**config.mk**
```make
export PLATFORM = sky130hd
export DESIGN_NAME = line_buffer_ctrl
export DESIGN_NICKNAME = d
export VERILOG_FILES = /design/src/rtl/line_buffer_ctrl_pkg.sv /design/src/rtl/line_buffer_ctrl_counter.sv /design/src/rtl/line_buffer_ctrl.sv
export SDC_FILE = /design/constraint.sdc
export NUM_CORES = 1
export LEC_CHECK = 0
export ABC_AREA = 1
export CORE_ASPECT_RATIO = 1.2
export CORE_UTILIZATION = 35
export CTS_CLUSTER_SIZE = 24
export DETAILED_ROUTE_END_ITERATION = 16
export GPL_TIMING_DRIVEN = 0
export PLACE_DENSITY = 0.74
export RECOVER_POWER = 50
export REMOVE_ABC_BUFFERS = 1
export SYNTH_ARGS = -nofsm -noshare
export SYNTH_HDL_FRONTEND = slang
export SYNTH_SLANG_ARGS = --single-unit
```
**constraint.sdc**
```tcl
create_clock -name clk -period 2.4 [get_ports clk]
set_clock_uncertainty 0.2 [all_clocks]
set_input_delay 0.48 -clock clk [delete_from_list [all_inputs] [get_ports clk]]
set_output_delay 0.48 -clock clk [all_outputs]
set_load 0.01 [all_outputs]
```
**src/rtl/line_buffer_ctrl_pkg.sv**
```systemverilog
// Shared line-buffer configuration and controller state encodings.
// Depth derivation matches the one used for the line buffer itself.
package line_buffer_ctrl_pkg;

    localparam int LB_NO_TAPS     = 3;
    localparam int LB_TAPS_WIDTH  = 4;
    localparam int LB_DATA_LENGTH = 16;
    localparam int LB_CNT_LENGTH  = 8;

    function automatic int lb_depth(input int no_taps, input int taps_width);
        return no_taps * taps_width;
    endfunction

    typedef logic [2:0] lbc_state_t;

    localparam logic [2:0] LBC_IDLE  = 3'd0;
    localparam logic [2:0] LBC_CLEAR = 3'd1;
    localparam logic [2:0] LBC_FILL  = 3'd2;
    localparam logic [2:0] LBC_RUN   = 3'd3;
    localparam logic [2:0] LBC_DRAIN = 3'd4;
    localparam logic [2:0] LBC_DONE  = 3'd5;

endpackage

```
**src/rtl/line_buffer_ctrl_counter.sv**
```systemverilog
// Saturating up-counter with synchronous clear, used for fill and drain counts.
module lb_ctrl_counter #(
    parameter int                  pCntLength = 8,
    parameter logic [pCntLength-1:0] pMax     = '1
) (
    input  logic                  clk,
    input  logic                  clear_n,
    input  logic                  clr_i,
    input  logic                  inc_i,
    output logic [pCntLength-1:0] cnt_o
);

    logic [pCntLength-1:0] cnt_q;
    logic [pCntLength-1:0] cnt_d;

    always_comb begin
        cnt_d = cnt_q;
        if (clr_i) begin
            cnt_d = '0;
        end else if (inc_i && (cnt_q != pMax)) begin
            cnt_d = cnt_q + 1'b1;
        end
    end

    always_ff @(posedge clk or negedge clear_n) begin
        if (!clear_n) begin
            cnt_q <= '0;
        end else begin
            cnt_q <= cnt_d;
        end
    end

    assign cnt_o = cnt_q;

endmodule

```
**src/rtl/line_buffer_ctrl.sv**
```systemverilog
// Line-buffer sequencing controller: clear, prime, stream, zero-drain, done.
// Holds no sample storage; the parent owns the line buffer itself.
//
//  state | meaning
//  IDLE  | waiting for start
//  CLEAR | one-cycle line-buffer clear, counters zeroed
//  FILL  | accepting samples until the taps are primed
//  RUN   | streaming, one shift per consumed window
//  DRAIN | pushing D zero samples through the taps
//  DONE  | one-cycle done pulse
module line_buffer_ctrl
    import line_buffer_ctrl_pkg::*;
#(
    parameter int pNoTaps     = LB_NO_TAPS,
    parameter int pTapsWidth  = LB_TAPS_WIDTH,
    parameter int pDataLength = LB_DATA_LENGTH,
    parameter int pCntLength  = LB_CNT_LENGTH
) (
    input  logic                   clk,
    input  logic                   clear_n,
    input  logic                   start,
    input  logic                   in_valid,
    output logic                   in_ready,
    input  logic [pDataLength-1:0] in_data,
    input  logic                   in_last,
    output logic                   lb_enable,
    output logic                   lb_clear,
    output logic [pDataLength-1:0] lb_shift_in,
    output logic                   taps_valid,
    input  logic                   out_ready,
    output logic                   busy,
    output logic                   done
);

    localparam int                    D     = lb_depth(pNoTaps, pTapsWidth);
    localparam logic [pCntLength-1:0] DEPTH = pCntLength'(D);

    lbc_state_t            state_q, state_d;
    logic                  pending_q, pending_d;
    logic [pCntLength-1:0] fill_cnt;
    logic [pCntLength-1:0] drain_cnt;
    logic                  primes;
    logic                  window_free;

    // A shift reaching depth D always yields a fresh window; fill_cnt saturates.
    assign primes      = (fill_cnt >= (DEPTH - 1'b1));
    assign window_free = !pending_q || out_ready;

    always_comb begin
        in_ready    = 1'b0;
        lb_enable   = 1'b0;
        lb_shift_in = '0;
        case (state_q)
            LBC_FILL: begin
                in_ready    = 1'b1;
                lb_enable   = in_valid;
                lb_shift_in = in_data;
            end
            LBC_RUN: begin
                in_ready    = window_free;
                lb_enable   = in_valid && window_free;
                lb_shift_in = in_data;
            end
            LBC_DRAIN: begin
                lb_enable = (drain_cnt != DEPTH) && window_free;
            end
            default: ;
        endcase
    end

    assign lb_clear   = (state_q == LBC_CLEAR);
    assign busy       = (state_q != LBC_IDLE);
    assign done       = (state_q == LBC_DONE);
    assign taps_valid = pending_q && ((state_q == LBC_RUN) || (state_q == LBC_DRAIN));

    always_comb begin
        pending_d = pending_q;
        if (state_q == LBC_CLEAR) begin
            pending_d = 1'b0;
        end else if (lb_enable && primes) begin
            pending_d = 1'b1;
        end else if (taps_valid && out_ready) begin
            pending_d = 1'b0;
        end
    end

    always_comb begin
        state_d = state_q;
        case (state_q)
            LBC_IDLE:  if (start) state_d = LBC_CLEAR;
            LBC_CLEAR: state_d = LBC_FILL;
            LBC_FILL: begin
                if (lb_enable && in_last) begin
                    state_d = LBC_DRAIN;
                end else if (lb_enable && primes) begin
                    state_d = LBC_RUN;
                end
            end
            LBC_RUN:   if (lb_enable && in_last) state_d = LBC_DRAIN;
            LBC_DRAIN: if ((drain_cnt == DEPTH) && !pending_d) state_d = LBC_DONE;
            LBC_DONE:  state_d = LBC_IDLE;
            default:   state_d = LBC_IDLE;
        endcase
    end

    always_ff @(posedge clk or negedge clear_n) begin
        if (!clear_n) begin
            state_q   <= LBC_IDLE;
            pending_q <= 1'b0;
        end else begin
            state_q   <= state_d;
            pending_q <= pending_d;
        end
    end

    lb_ctrl_counter #(
        .pCntLength (pCntLength),
        .pMax       (DEPTH)
    ) u_fill_cnt (
        .clk     (clk),
        .clear_n (clear_n),
        .clr_i   (lb_clear),
        .inc_i   (lb_enable),
        .cnt_o   (fill_cnt)
    );

    lb_ctrl_counter #(
        .pCntLength (pCntLength),
        .pMax       (DEPTH)
    ) u_drain_cnt (
        .clk     (clk),
        .clear_n (clear_n),
        .clr_i   (lb_clear),
        .inc_i   (lb_enable && (state_q == LBC_DRAIN)),
        .cnt_o   (drain_cnt)
    );

endmodule

```
==> impl_metrics.prom, run 1 <==
# TYPE chip_impl_metric gauge
chip_impl_info{name="reg2reg_from",value="state_q[1]$_DFFE_PN0P_"} 1
chip_impl_metric{name="worstMarginPinSlew",unit="ns"} 0.934
chip_impl_metric{name="fin_crit",unit="ns"} 2.35
chip_impl_metric{name="report.power.total",unit="µW"} 1770
chip_impl_metric{name="initial_core_util",unit="%"} 36.3
chip_impl_metric{name="vdd_drop_max",unit="V"} 0.000247
chip_impl_metric{name="synthesis.area_per_instance",unit="µm²"} 6.98
chip_impl_metric{name="synthToLayoutAreaGrowth",unit="%"} 42.3
chip_impl_metric{name="regToRegSetupSlack",unit="ns"} 0.35
chip_impl_metric{name="area_of_the_die",unit="µm²"} 4350
chip_impl_metric{name="place_worst_setup_slack",unit="ns"} -0.173
chip_impl_metric{name="track_usage",unit="%"} 16.0
chip_impl_info{name="synth.largest_area_cell",value="sky130_fd_sc_hd__dfrtp_1"} 1
chip_impl_info{name="timing.hold.worst.class",value="reg2reg"} 1
chip_impl_metric{name="async_reset_ff_share",unit="%"} 100
chip_impl_metric{name="place_area",unit="µm²"} 1920
chip_impl_info{name="worstHoldStart",value="u_drain_cnt.cnt_o[5]$_DFFE_PN0P_"} 1
chip_impl_metric{name="timing.critical_path.buf_inv",unit=""} 2
chip_impl_metric{name="ys_seq_area_share",unit="%"} 35.0
chip_impl_info{name="clock_tree_from_tritoncts",value="yes"} 1
chip_impl_metric{name="cts.reportedPaths.clkPinSlew",unit="ns"} 0.07
chip_impl_metric{name="boundaryPins",unit=""} 44
chip_impl_metric{name="crit_path_max_fanout",unit=""} 9
chip_impl_metric{name="post_route_drc_violation_count",unit=""} 0
chip_impl_metric{name="chipWidth",unit="µm"} 60.4
chip_impl_metric{name="synthesis.instances",unit=""} 205
chip_impl_metric{name="grt_pass1_wl",unit="µm"} 5310
chip_impl_metric{name="leftover_overflow_at_the_end_of_global_routing",unit=""} 0
chip_impl_metric{name="worstSkewPairLatency",unit="ns"} 0.26
chip_impl_info{name="path_cells",value="inv_1 -> ha_1 -> nand3_1 -> o21ai_0 -> nand2_1 -> nand2_2 -> nand2_4 -> clkdlybuf4s15_2"} 1
chip_impl_metric{name="drt.antenna.violating_nets",unit=""} 0
chip_impl_metric{name="largest_net_degree_at_the_start_of_global_routing",unit=""} 21
chip_impl_info{name="crit_path_start",value="u_drain_cnt.cnt_o[1]$_DFFE_PN0P_"} 1
chip_impl_metric{name="report.final.hold_viol_count",unit=""} 0
chip_impl_metric{name="max-slew-margin-rel",unit="%"} 37.6
chip_impl_metric{name="maxCapViolations",unit=""} 0
chip_impl_metric{name="drt-pass1-iter-count",unit=""} 4
chip_impl_metric{name="layout.nets",unit=""} 283
chip_impl_metric{name="whs",unit="ns"} 0.345
chip_impl_info{name="setup_repair_after_global_routing_missed_its_margin",value="yes"} 1
chip_impl_metric{name="power-per-cell-area",unit="nW/µm²"} 868
chip_impl_metric{name="yosysUniqueCellTypes",unit=""} 23
chip_impl_metric{name="synth.yosys.warnings",unit=""} 0
chip_impl_metric{name="timing.final.setup_violations",unit=""} 0
chip_impl_metric{name="numCtsBuffers",unit=""} 3
chip_impl_metric{name="post-dp-hpwl",unit="µm"} 2500
chip_impl_info{name="synth.most_common_cell",value="sky130_fd_sc_hd__inv_1"} 1
chip_impl_metric{name="max_clock_buf_depth",unit=""} 2
chip_impl_metric{name="final_layout_size_suffix_gt1_share",unit="%"} 12.2
chip_impl_metric{name="postRouteWirelength",unit="µm"} 3250
chip_impl_metric{name="worstPathArrival",unit="ns"} 1.67
chip_impl_metric{name="synth_area",unit="µm²"} 1430
chip_impl_metric{name="worst_path_largest_cell_delay",unit="ns"} 0.38
chip_impl_metric{name="synthDominantCellAreaShare",unit="%"} 35.0
chip_impl_metric{name="worst_slack",unit="ns"} 0.0475
chip_impl_metric{name="global_placer_s_final_weighted_congestion",unit=""} 0.811
chip_impl_metric{name="final_min_period_over_clock_period",unit="%"} 98.0
chip_impl_metric{name="vias",unit=""} 1421
chip_impl_info{name="prevailing_post_synth_register_cell",value="sky130_fd_sc_hd__dfrtp_1"} 1
chip_impl_info{name="synth_area_leaders",value="sky130_fd_sc_hd__dfrtp_1 35%, sky130_fd_sc_hd__inv_1 10%, sky130_fd_sc_hd__nor2_1 9.2%"} 1
chip_impl_metric{name="critical_path_required",unit="ns"} 1.72
chip_impl_info{name="setup.worst_path.start_class",value="register"} 1
chip_impl_info{name="status",value="completed"} 1
chip_impl_metric{name="p_leak",unit="µW"} 0.000951
chip_impl_metric{name="ys_seq_elements",unit=""} 20
chip_impl_metric{name="antennaDiodeCount",unit=""} 0
chip_impl_metric{name="routed_wire_length_per_instance",unit="µm"} 10.5
chip_impl_metric{name="die_h",unit="µm"} 72.0
chip_impl_info{name="cpLargestDelayFamily",value="flip-flops"} 1
chip_impl_metric{name="utilization_of_the_core_after_routing",unit="%"} 51.6
chip_impl_metric{name="rows",unit=""} 25
chip_impl_info{name="crit_path_class",value="reg2out"} 1
chip_impl_metric{name="drv_slew",unit=""} 0
chip_impl_info{name="slowest_stage",value="sky130_fd_sc_hd__dfrtp_1"} 1
chip_impl_info{name="synth.cells.most_frequent",value="38 x sky130_fd_sc_hd__inv_1, 35 x sky130_fd_sc_hd__nor2_1, 32 x sky130_fd_sc_hd__nand2_1"} 1
chip_impl_metric{name="synth-edff-count",unit=""} 0
chip_impl_metric{name="initialDrtViolationCount",unit=""} 32
chip_impl_metric{name="final_cell_area",unit="µm²"} 2030
chip_impl_metric{name="initial_antenna_violation_count",unit=""} 0
chip_impl_metric{name="fmax",unit="MHz"} 425
chip_impl_info{name="worstSetupEndpointType",value="primary output"} 1
chip_impl_info{name="cts_root_buf",value="sky130_fd_sc_hd__clkbuf_8"} 1
chip_impl_metric{name="post_drt_via_cell_ratio",unit=""} 4.60
chip_impl_metric{name="first_global_vias",unit=""} 1293
chip_impl_metric{name="cts.sink_count",unit=""} 20
chip_impl_metric{name="core_region_area",unit="µm²"} 3940
chip_impl_metric{name="cts.htree.levels",unit=""} 1
chip_impl_metric{name="port-buffer-count",unit=""} 43
## state kept, by name (all words and copies together), names as in the netlist
name and flops:
pending_q 1, u_drain_cnt.cnt_o 8, u_fill_cnt.cnt_o 8, state_q 3
## cell type report
cell class,instances,area [µm²]
timing repair buffer,49,488
multi-input combinational,142,779
inverter,41,156
clock buffer,3,41.3
fill,384,1910
tap,54,67.6
sequential,20,502
## cells in the final DEF (no fill, tap or decap), types with 2 or more instances in the layout
cell type	netlist	layout
sky130_fd_sc_hd__clkdlybuf4s50_1	0	40
sky130_fd_sc_hd__inv_1	38	38
sky130_fd_sc_hd__nand2_1	32	33
sky130_fd_sc_hd__nor2_1	35	32
sky130_fd_sc_hd__dfrtp_1	20	19
sky130_fd_sc_hd__nand3_1	12	12
sky130_fd_sc_hd__o21ai_0	11	12
sky130_fd_sc_hd__a21oi_1	9	9
sky130_fd_sc_hd__nand4_1	5	5
sky130_fd_sc_hd__nor3_1	5	5
sky130_fd_sc_hd__buf_4	0	5
sky130_fd_sc_hd__nor2_4	3	4
sky130_fd_sc_hd__nand2_4	6	4
sky130_fd_sc_hd__nor4_1	4	4
sky130_fd_sc_hd__o21ai_1	5	4
sky130_fd_sc_hd__xor2_1	4	4
sky130_fd_sc_hd__ha_1	4	4
sky130_fd_sc_hd__nor2_2	1	3
sky130_fd_sc_hd__nand2_2	3	3
sky130_fd_sc_hd__clkbuf_8	0	3
sky130_fd_sc_hd__inv_2	2	2
## repair_timing
action / in CTS / in global routing
gates resized for setup: 8 / 2
hold buffers: 0 / 0
setup endpoints to repair: 3 / 3
buffers inserted: 3 / 3
pin swaps: 1 / 1
## path summary, 6_finish.rpt
kind / cells past startpoint / endpoint
max in group asynchronous: 1 / state_q[1]$_DFFE_PN0P_
worst max register to register: 12 / u_drain_cnt.cnt_o[5]$_DFFE_PN0P_
min in group asynchronous: 1 / u_drain_cnt.cnt_o[4]$_DFFE_PN0P_
worst min-delay path: 2 / u_drain_cnt.cnt_o[5]$_DFFE_PN0P_
worst max-delay path: 8 / lb_enable
worst min register to register: 2 / u_drain_cnt.cnt_o[5]$_DFFE_PN0P_
## cells by family (layout without fill, tap and decap cells)
logic type | after synthesis | count (layout) | synth area share [%]
simple gates | 107 | 107 | 37.7
buf+inv | 43 | 93 | 11.5
compound gates | 27 | 27 | 9.89
flops | 20 | 20 | 35.0
fa+ha+maj | 4 | 4 | 3.50
xor+xnor | 4 | 4 | 2.45
## metrics by stage
stage          setup TNS (ns)  instances
2_1_floorplan               0        203
6_report                    0        309
4_1_cts                     0        306
3_5_place_dp           -0.173        300
5_1_grt               -0.0387        309
3_3_place_gp           -0.169        300
## worst min-delay path: stages (launching register included)
cell and delay (ns):
sky130_fd_sc_hd__dfrtp_1 0.36, sky130_fd_sc_hd__a21oi_1 0.05, sky130_fd_sc_hd__nor2_1 0.10
## where the power goes
group | switching (µW) | leakage (µW) | internal [µW]
Sequential | 57.1 | 0.000270 | 397
Clock | 105 | 0.0000216 | 112
Combinational | 616 | 0.000659 | 480
Total | 778 | 0.000951 | 988
## layer usage
layer  routed length, µm  vias to the layer above  track usage [%]
met2                1550                       52             28.9
met1                1350                      622             17.2
met5                   0                        -                0
met3                 292                        5             3.39
met4                  59                        0             6.98
li1                    -                      742                -
Power figures use the tool's default switching activity.
==> run 2, diff against run 1 <==
--- a/config.mk
+++ b/config.mk
@@ -7,11 +7,11 @@
 export LEC_CHECK = 0
 export ABC_AREA = 1
 export CORE_ASPECT_RATIO = 1.2
-export CORE_UTILIZATION = 35
+export CORE_UTILIZATION = 45
 export CTS_CLUSTER_SIZE = 24
 export DETAILED_ROUTE_END_ITERATION = 16
 export GPL_TIMING_DRIVEN = 0
-export PLACE_DENSITY = 0.74
+export PLACE_DENSITY = 0.88
 export RECOVER_POWER = 50
 export REMOVE_ABC_BUFFERS = 1
 export SYNTH_ARGS = -nofsm -noshare
==> constraint.sdc (replaced) <==
create_clock -name clk -period 2.5 [get_ports clk]
set_clock_uncertainty 0.2 [all_clocks]
set_input_delay 0.5 -clock clk [delete_from_list [all_inputs] [get_ports clk]]
set_output_delay 0.5 -clock clk [all_outputs]
set_load 0.01 [all_outputs]
==> impl_metrics.prom, run 2 (synthesis gave the netlist of run 1 again) <==
# TYPE chip_impl_metric gauge
chip_impl_metric{name="track_usage",unit="%"} 20.0
chip_impl_metric{name="numCtsBuffers",unit=""} 3
chip_impl_metric{name="layout.cells.non_filler",unit=""} 295
chip_impl_metric{name="worstMarginPinSlew",unit="ns"} 0.880
chip_impl_metric{name="core_region_area",unit="µm²"} 3060
chip_impl_info{name="setup.worst_path.start_class",value="primary input"} 1
chip_impl_info{name="layout_common_cells",value="39 x sky130_fd_sc_hd__clkdlybuf4s50_1, 38 x sky130_fd_sc_hd__inv_1, 36 x sky130_fd_sc_hd__nand2_1"} 1
chip_impl_metric{name="net_switching_power_figure",unit="µW"} 744
chip_impl_info{name="worstSetupEndpointType",value="primary output"} 1
chip_impl_metric{name="post_route_drc_violation_count",unit=""} 0
chip_impl_metric{name="fillCellCount",unit=""} 260
chip_impl_metric{name="antennaDiodeCount",unit=""} 0
chip_impl_metric{name="cts.reportedPaths.clkPinSlew",unit="ns"} 0.11
chip_impl_metric{name="vdd_drop_max",unit="V"} 0.000495
chip_impl_metric{name="rows",unit=""} 22
chip_impl_metric{name="power.clock.fraction",unit="%"} 11.4
chip_impl_metric{name="die_h",unit="µm"} 63.8
chip_impl_metric{name="worstPathArrival",unit="ns"} 1.69
chip_impl_metric{name="grt_pass1_wl",unit="µm"} 5100
chip_impl_metric{name="crit_path_max_fanout",unit=""} 3
chip_impl_metric{name="synthToLayoutAreaGrowth",unit="%"} 40.4
chip_impl_metric{name="final_cell_area",unit="µm²"} 2010
chip_impl_metric{name="worst_slack",unit="ns"} 0.113
chip_impl_metric{name="sequential_power_share",unit="%"} 25.8
chip_impl_metric{name="drt.antenna.violating_nets",unit=""} 0
chip_impl_metric{name="initial_core_util",unit="%"} 46.8
chip_impl_info{name="mostFrequentLayoutCell",value="sky130_fd_sc_hd__clkdlybuf4s50_1"} 1
chip_impl_metric{name="place_area",unit="µm²"} 1900
chip_impl_metric{name="place_worst_setup_slack",unit="ns"} -0.107
chip_impl_info{name="cts_root_buf",value="sky130_fd_sc_hd__clkbuf_4"} 1
chip_impl_metric{name="placed_cells",unit=""} 282
chip_impl_metric{name="maxCapViolations",unit=""} 0
chip_impl_metric{name="cts.sink_count",unit=""} 20
chip_impl_info{name="setup_repair_after_global_routing_missed_its_margin",value="no"} 1
chip_impl_info{name="crit_path_class",value="in2out"} 1
chip_impl_metric{name="chipWidth",unit="µm"} 53.5
chip_impl_metric{name="postRouteWirelength",unit="µm"} 3240
chip_impl_metric{name="whs",unit="ns"} 0.327
chip_impl_metric{name="fin_crit",unit="ns"} 2.39
chip_impl_metric{name="report.final.hold_viol_count",unit=""} 0
chip_impl_metric{name="final_layout_size_suffix_gt1_share",unit="%"} 11.6
chip_impl_metric{name="timing.final.setup_violations",unit=""} 0
chip_impl_metric{name="port-buffer-count",unit=""} 43
chip_impl_metric{name="global_placer_s_final_weighted_congestion",unit=""} 0.861
chip_impl_metric{name="layout.nets",unit=""} 286
chip_impl_metric{name="cts.htree.levels",unit=""} 1
chip_impl_metric{name="post_drt_via_cell_ratio",unit=""} 5.07
chip_impl_metric{name="drt-pass1-iter-count",unit=""} 4
chip_impl_info{name="status",value="completed"} 1
chip_impl_metric{name="max-slew-margin-rel",unit="%"} 41.2
chip_impl_metric{name="max_clock_buf_depth",unit=""} 2
chip_impl_metric{name="vias",unit=""} 1495
chip_impl_metric{name="power_frac_comb",unit="%"} 62.8
chip_impl_metric{name="initial_antenna_violation_count",unit=""} 0
chip_impl_info{name="clock_tree_from_tritoncts",value="yes"} 1
chip_impl_metric{name="power.share.switching",unit="%"} 44.3
chip_impl_info{name="timing.hold.worst.class",value="reg2reg"} 1
chip_impl_metric{name="boundaryPins",unit=""} 44
chip_impl_metric{name="post-dp-hpwl",unit="µm"} 2400
chip_impl_metric{name="drv_slew",unit=""} 0
chip_impl_metric{name="cts_hold_buffers",unit=""} 0
chip_impl_metric{name="first_global_vias",unit=""} 1237
chip_impl_metric{name="area_of_the_die",unit="µm²"} 3410
chip_impl_metric{name="final_min_period_over_clock_period",unit="%"} 95.5
chip_impl_metric{name="setup-tns-final",unit="ns"} 0
chip_impl_metric{name="critical_path_required",unit="ns"} 1.80
chip_impl_metric{name="p_leak",unit="µW"} 0.000982
chip_impl_metric{name="initialDrtViolationCount",unit=""} 25
chip_impl_metric{name="routed_wire_length_per_instance",unit="µm"} 11.0
chip_impl_metric{name="power-per-cell-area",unit="nW/µm²"} 837
chip_impl_metric{name="worstSkewPairLatency",unit="ns"} 0.31
chip_impl_metric{name="internal_power_component",unit="µW"} 937
chip_impl_metric{name="fmax",unit="MHz"} 419
chip_impl_metric{name="leftover_overflow_at_the_end_of_global_routing",unit=""} 0
chip_impl_metric{name="largest_net_degree_at_the_start_of_global_routing",unit=""} 21
==> run 2: path summary, 6_finish.rpt <==
check | depth (start not counted) | to | from | slack, ns
worst max-delay path | 4 | in_ready | out_ready | 0.11
min in group asynchronous | 1 | u_drain_cnt.cnt_o[5]$_DFFE_PN0P_ | clear_n | 0.54
max in group asynchronous | 1 | state_q[2]$_DFFE_PN0P_ | clear_n | 1.02
worst min-delay path | 1 | u_fill_cnt.cnt_o[2]$_DFFE_PN0P_ | u_fill_cnt.cnt_o[2]$_DFFE_PN0P_ | 0.33
worst max register to register | 12 | u_drain_cnt.cnt_o[5]$_DFFE_PN0P_ | u_drain_cnt.cnt_o[0]$_DFFE_PN0P_ | 0.34
worst min register to register | 1 | u_fill_cnt.cnt_o[2]$_DFFE_PN0P_ | u_fill_cnt.cnt_o[2]$_DFFE_PN0P_ | 0.33
==> run 2: power by group through the flow <==
stage                     combinational [µW]  sequential (µW)  clock [µW]
after detailed placement                 968              439           0
final                                   1060              434         191
after floorplan                          603              428           0
after global placement                   953              435           0
after CTS                               1030              441         196
after global routing                    1170              439         207
==> run 2: repair_timing <==
action	4_1_cts	5_1_grt
hold endpoints to repair	0	0
setup buffers	3	6
setup endpoints to repair	3	3
pin swaps	1	1
gates resized for setup	7	4
==> run 2: metal layers <==
layer	share of wire, %	vias up	global-route usage, %
met1	37	671	21.4
met4	1.8	0	8.88
met3	10	5	1.67
li1	-	752	-
met5	0	-	0
met2	51	67	37.5
==> run 2: critical path: stages <==
cell and delay [ns]:
sky130_fd_sc_hd__clkdlybuf4s50_1 0.45, sky130_fd_sc_hd__nor2_1 0.07, sky130_fd_sc_hd__a21oi_1 0.12, sky130_fd_sc_hd__clkdlybuf4s50_1 0.55
==> run 2: metrics by stage <==
stage	total power, µW	utilization (%)
6_report	1680	65.7
4_1_cts	1660	65.1
2_1_floorplan	1030	-
3_5_place_dp	1410	62.1
5_1_grt	1820	65.7
3_3_place_gp	1390	62.1
==> run 2: cell type report <==
type	instances	area, µm²	area share (%)
Clock buffer	4	36.3	1.81
Inverter	41	156	7.79
Multi-Input combinational cell	142	759	37.8
Sequential cell	20	500	24.9
Tap cell	36	45.0	2.24
Timing Repair Buffer	52	510	25.4
